<file path="config.mk">
export PLATFORM = sky130hd
export DESIGN_NAME = gray_fifo_ctrl
export DESIGN_NICKNAME = d
export VERILOG_FILES = /design/src/rtl/gray_fifo_ctrl.sv
export SDC_FILE = /design/constraint.sdc
export NUM_CORES = 1
export LEC_CHECK = 0
export ABC_AREA = 1
export CORE_ASPECT_RATIO = 0.8
export CORE_MARGIN = 8
export CORE_UTILIZATION = 45
export CTS_CLUSTER_DIAMETER = 100
export DETAILED_ROUTE_END_ITERATION = 10
export PLACE_DENSITY = 0.78
export SLEW_MARGIN = 20
export SYNTH_ARGS = -nofsm -noshare
export SYNTH_HDL_FRONTEND = slang
export SYNTH_SLANG_ARGS = --single-unit
</file>
<file path="constraint.sdc">
create_clock -name clk -period 2.4 [get_ports clk]
set_clock_uncertainty 0.1 [all_clocks]
set_input_delay 0.36 -clock clk [delete_from_list [all_inputs] [get_ports clk]]
set_output_delay 0.36 -clock clk [all_outputs]
set_load 0.03 [all_outputs]
</file>
<file path="src/rtl/gray_fifo_ctrl.sv">
// Single-clock FIFO controller driving an external 1-cycle-latency RAM, with Gray-coded pointer outputs.
// Optional registered almost_full is enabled by defining GRAY_FIFO_CTRL_ALMOST_FULL_EN.
module gray_fifo_ctrl #(
    parameter int AddrWidth        = 4,
    parameter int AlmostFullThresh = 2**AddrWidth - 2
) (
    input  logic                 clk,
    input  logic                 rst,
    input  logic                 wr_valid,
    output logic                 wr_ready,
    output logic                 rd_valid,
    input  logic                 rd_ready,
    output logic                 mem_we,
    output logic [AddrWidth-1:0] mem_waddr,
    output logic                 mem_re,
    output logic [AddrWidth-1:0] mem_raddr,
    output logic [AddrWidth:0]   wr_ptr_gray,
    output logic [AddrWidth:0]   rd_ptr_gray,
    output logic [AddrWidth:0]   level,
    output logic                 full,
    output logic                 empty,
    output logic                 almost_full
);
    localparam int PW = AddrWidth + 1;

    if (AddrWidth < 2 || AddrWidth > 16) begin : g_bad_addr_width
        $error("gray_fifo_ctrl: AddrWidth out of range");
    end
    if (AlmostFullThresh < 1 || AlmostFullThresh > 2**AddrWidth + 1) begin : g_bad_thresh
        $error("gray_fifo_ctrl: AlmostFullThresh out of range");
    end

    typedef enum logic {
        IDLE  = 1'b0,
        VALID = 1'b1
    } state_t;

    state_t        state;
    logic [PW-1:0] wr_ptr;
    logic [PW-1:0] rd_ptr;
    logic [PW-1:0] wr_ptr_next;
    logic [PW-1:0] rd_ptr_next;

    // Flags come from registered pointers only, so a read never hits the slot being written.
    assign empty    = (wr_ptr == rd_ptr);
    assign full     = ((wr_ptr ^ rd_ptr) == {1'b1, {AddrWidth{1'b0}}});
    assign wr_ready = !full;
    assign rd_valid = (state == VALID);

    // Strobes are masked while rst is high so the RAM sees no traffic during reset.
    assign mem_we    = wr_valid && !full && !rst;
    assign mem_waddr = wr_ptr[AddrWidth-1:0];
    assign mem_re    = !rst && !empty && ((state == IDLE) || rd_ready);
    assign mem_raddr = rd_ptr[AddrWidth-1:0];

    assign wr_ptr_next = wr_ptr + PW'(mem_we);
    assign rd_ptr_next = rd_ptr + PW'(mem_re);

    // Occupancy counts the word parked in the RAM output register as well.
    assign level = (wr_ptr - rd_ptr) + {{AddrWidth{1'b0}}, rd_valid};

    always_ff @(posedge clk or posedge rst) begin
        if (rst) begin
            wr_ptr      <= '0;
            rd_ptr      <= '0;
            wr_ptr_gray <= '0;
            rd_ptr_gray <= '0;
            state       <= IDLE;
        end else begin
            wr_ptr      <= wr_ptr_next;
            rd_ptr      <= rd_ptr_next;
            wr_ptr_gray <= wr_ptr_next ^ (wr_ptr_next >> 1);
            rd_ptr_gray <= rd_ptr_next ^ (rd_ptr_next >> 1);
            case (state)
                IDLE: begin
                    if (mem_re) state <= VALID;
                end
                VALID: begin
                    // Without a refill the consumed word leaves the output register empty.
                    if (mem_re)        state <= VALID;
                    else if (rd_ready) state <= IDLE;
                end
                default: state <= IDLE;
            endcase
        end
    end

`ifdef GRAY_FIFO_CTRL_ALMOST_FULL_EN
    localparam logic [PW-1:0] AfThresh = PW'(AlmostFullThresh);

    always_ff @(posedge clk or posedge rst) begin
        if (rst) almost_full <= 1'b0;
        else     almost_full <= (level >= AfThresh);
    end
`else
    assign almost_full = 1'b0;
`endif

endmodule

</file>
### Word-level counts from Yosys, hierarchy flattened

Index checks and enable logic that the tools add are counted.

| storage, ports and cells | value |
|---|---|
| flip-flop bits (word level) | 21 |
| bits in latches | 0 |
| bits in writable memories | 0 |
| ROM bits | 0 |
| word-level logic and storage cells | 27 |
| memories | 0 |

| cells by class | value |
|---|---|
| $add $sub $neg | 4 |
| multipliers | 0 |
| divide/modulo/power cells | 0 |
| order comparisons | 0 |
| equality and inequality tests | 2 |
| shift operators | 0 |
| muxes and demuxes | 4 |
| bitwise operators | 4 |
| reductions and logical operators | 8 |

Operators with widths:

| kind | number |
|---|---|
| adder 5 x 1 -> 5 bit | 3 |
| bitwise XOR 5 x 4 -> 5 bit | 2 |
| equality test 5 bit | 1 |
| equality test 5 bit, second input constant | 1 |
| subtractor 5 bit | 1 |
| bitwise XOR 5 bit | 1 |
| logical AND 1 bit | 4 |
| zero test 1 bit | 3 |
| two-way mux 1 bit | 3 |
| case mux 1 bit (2 select lines) | 1 |
| logical OR 1 bit | 1 |
| NOT 1 bit | 1 |

### Logic depth before layout (Yosys ltp)

| depth | value |
|---|---|
| depth after elaboration | 7 |
| mapped depth | 16 |
| mapped depth without buffers | 15 |

### Least setup slack after synthesis

OpenSTA, ideal clock, no wires.

| timing path | value |
|---|---|
| path type | register to register |
| start | register rd_ptr[2] |
| end | register wr_ptr_gray[2] |
| arrival | 2.967 ns |
| slack | -0.784 ns |
| cell stages (with the launch flop) | 15 |
| clock period less this slack | 3.184 ns |
| cells stage by stage | dfrtp_1 buf_6 inv_1 ha_1 nand2_1 nor2_1 nand3_1 inv_1 nor2_1 ha_1 ha_1 xnor2_1 inv_1 nand2_1 nand2_1 |

| on the way | value |
|---|---|
| longest elaborated chain between the ends | 7 |

RTL lines:

| what | line | text |
|---|---|---|
| start, declared | 40 | `logic [PW-1:0] rd_ptr;` |
| start signal, assigned | 71 | `rd_ptr <= rd_ptr_next;` |
| bitwise XOR 5 bit | 46 | `assign full = ((wr_ptr ^ rd_ptr) == {1'b1, {AddrWidth{1'b0}}});` |
| equality test 5 bit | 46 |  |
| zero test 1 bit | n/a |  |
| via wr_ready | 10 | `output logic wr_ready,` |
| logical AND 1 bit (2 in a row) | 51 | `assign mem_we = wr_valid && !full && !rst;` |
| via mem_we | 13 | `output logic mem_we,` |
| adder 5 x 1 -> 5 bit | 56 | `assign wr_ptr_next = wr_ptr + PW'(mem_we);` |
| via wr_ptr_next[2] | 41 | `logic [PW-1:0] wr_ptr_next;` |
| bitwise XOR 5 x 4 -> 5 bit | 72 | `wr_ptr_gray <= wr_ptr_next ^ (wr_ptr_next >> 1);` |
| end signal, assigned | 72 |  |
| end, declared | 17 | `output logic [AddrWidth:0] wr_ptr_gray,` |

The timed path passes the listed nets, and every way through them passes these cells.

### Worst setup path in the final report

| timing path | value |
|---|---|
| start | register rd_ptr[0] |
| end | output port level[2] |

| on the way | value |
|---|---|
| longest elaborated chain between the ends | 2 |

RTL lines:

| what | line | text |
|---|---|---|
| subtractor 5 bit | 60 | `assign level = (wr_ptr - rd_ptr) + {{AddrWidth{1'b0}}, rd_valid};` |
| adder 5 x 1 -> 5 bit | 60 |  |
| end, declared | 19 | `output logic [AddrWidth:0] level,` |

Every way passes these cells.

==> flow_summary.json <==
{
  "routed_wl_um": 2940,
  "slowest_delay_ns": 0.44,
  "grt_pass1_wl_um": 4780,
  "antenna_found_initial": 0,
  "core-area_um2": 2380,
  "synthesis.nets": 145,
  "layout_worst_path_cycle_share_pct": 106,
  "finish.instance_area_um2": 1730,
  "maxSlewViolCount": 0,
  "yosysWarnings": 0,
  "start_util_pct": 46.3,
  "status": "finished, violations left",
  "stdcell_count": 203,
  "reg2reg_from": "wr_ptr[1]",
  "met1_usage_pct": 16.6,
  "cp_top_family": "adder cells",
  "drc_errors": 0,
  "final_util_pct": 72.5,
  "die_w_um": 71.4,
  "postRouteAntennaNets": 0,
  "busiest_layer": "met2",
  "n_antenna_cell": 0,
  "cts_tree": "done",
  "synth_cell_types": 18,
  "wire_per_inst_um": 14.5,
  "dieArea_um2": 4300,
  "io_pins": 34,
  "violations": "setup timing",
  "dp_hpwl_um": 2360,
  "path_cells": "ha_4, inv_2, ha_4, inv_2, fa_2, buf_4, buf_6, xnor2_2, buf_6",
  "synth_area_um2": 1100,
  "hold_viol_final": 0,
  "cp-start-kind": "flop",
  "cp-end-kind": "output port",
  "first_iter_violations": 63,
  "cts.sinks": 19,
  "crit_start": "rd_ptr[0]",
  "gr-usage-met3_pct": 2.18,
  "die_h_um": 60.3,
  "timing.final.crit_period_ns": 2.54,
  "hold_class": "in2async",
  "grt_use_met2_pct": 25.1,
  "htree_num_levels": 1,
  "setup.worst_path.class": "reg2out",
  "overflow": 0,
  "holdWs_ns": 0.363,
  "gp_congestion": 0.837,
  "path_clk_slew_ns": 0.10,
  "path_max_fanout": 2,
  "cts.path.max_buffers": 2,
  "synthCells": 128,
  "cts_buffers": 3,
  "synth.yosys.seq_area_share_pct": 43.1,
  "clk_latency_ns": 0.30,
  "fmax_ghz": 0.393,
  "ys_ff_latch": 19,
  "setup_viol": 2,
  "fp-row-count": 16,
  "clock_tree.root_cell": "clkbuf_4",
  "cp.arrival_ns": 2.08,
  "synth_area_per_cell_um2": 8.62,
  "worstPathRequired_ns": 1.94,
  "grt_use_total_pct": 14.5,
  "nets": 194,
  "grt_pass1_vias": 1012,
  "cts_hold_buffers": 0,
  "final_layout_size_suffix_gt1_share_pct": 31.3,
  "place_area_um2": 1590,
  "syn2layout_area_growth_pct": 56.6,
  "dp_cells": 196,
  "drt_first_pass_iters": 4,
  "vias": 1021,
  "rsz0062_at_grt": "true",
  "setup_slack_ns": -0.144,
  "crit_buf_inv": 5,
  "grt_max_degree": 12,
  "vias_per_cell": 5.03,
  "slowest_stage": "dfrtp_2",
  "io_buffers": 32,
  "cap_viol_max_count": 0
}
synth_stat cells (all sizes together):
library cell  instances  area share, %
nand2                41             14
nor2                  4            1.4
buf                   2            1.7
nand3b                2            1.4
conb                  1           0.34
inv                  20            6.8
xor2                  3            2.4
dfrtp                19             43
nand4                 7            4.0
xnor2                 5            4.6
nand3                 8            3.6
fa                    1            1.8
o21ai                 1           0.45
ha                   12             14
a21oi                 2           0.91
worst reg2reg max path, stage by stage, from the launching register on:
cell     delay, ns
dfrtp_2       0.44
ha_4          0.28
nand2_1       0.10
nor2_4        0.16
nand2_1       0.11
nand2_1       0.14
nor2_4        0.07
ha_4          0.18
ha_4          0.18
xnor2_2       0.22
inv_1         0.09
nand2_1       0.08
nand2_1       0.04
layer usage:
layer,share of wire (%),wire [um]
met5,0,0
met1,40,1180
met3,5.7,167
met2,52,1520
met4,2.7,78
placed cells by master (no fill, tap or decap), types with 2 or more instances in the layout:
master,n
nand2_1,39
clkdlybuf4s50_1,22
buf_4,16
inv_1,14
dfrtp_1,12
nand4_1,7
nand3_1,7
ha_4,7
dfrtp_2,7
inv_2,5
ha_1,4
dlygate4sd2_1,4
buf_6,4
nor2_4,3
xnor2_2,3
xor2_1,3
clkbuf_4,3
nand2_2,2
nand3b_1,2
a21oi_1,2
xnor2_1,2
metrics by stage:
stage               TNS [ns]  setup WS (ns)
floorplan             -0.216        -0.0743
global placement           0         0.0723
detailed placement   -0.0218        -0.0218
CTS                   -0.202         -0.140
global route          -0.561         -0.240
finish                -0.274         -0.144
final cells by class:
class	instances	area, um^2
Tap cell	27	33.8
Multi-Input combinational cell	87	682
Sequential cell	19	484
Clock buffer	3	22.5
Fill cell	180	654
Clock inverter	1	5.00
Timing Repair Buffer	46	420
Inverter	20	80.1
cell families after synthesis:
logic type               Yosys count  synth area share [%]
adder cells (fa/ha/maj)           13                  15.4
buffers and inverters             22                  8.50
XOR/XNOR                           8                  7.03
AND/OR/NAND/NOR                   62                  24.3
flip-flops                        19                  43.1
other                              1                 0.340
AO/OA/AOI/OAI                      3                  1.36
sequential cells by signal (all words and copies together) (netlist names):
register	count
rd_valid	1
rd_ptr	5
wr_ptr	5
rd_ptr_gray	4
wr_ptr_gray	4
repair_timing:
| action | CTS | global route |
|---|---|---|
| gates cloned | 0 | 0 |
| gates resized for setup | 16 | 6 |
| pin swaps | 5 | 2 |
| buffers inserted | 2 | 1 |
| endpoints found under the setup margin | 7 | 10 |
worst paths after layout:
kind	to	slack [ns]	cells after the start
max	level[2]	-0.14	9
min	wr_ptr[1]	0.36	3
max reg2reg	rd_ptr_gray[2]	0.11	12
min reg2reg	rd_ptr[4]	0.53	2
max in group asynchronous	rd_ptr[1]	1.67	3
min in group clk	rd_ptr[4]	0.53	2
Power is left out: the tool's default activity adds up to more than one toggle a clock period on the data nets, which glitch-free logic cannot reach.
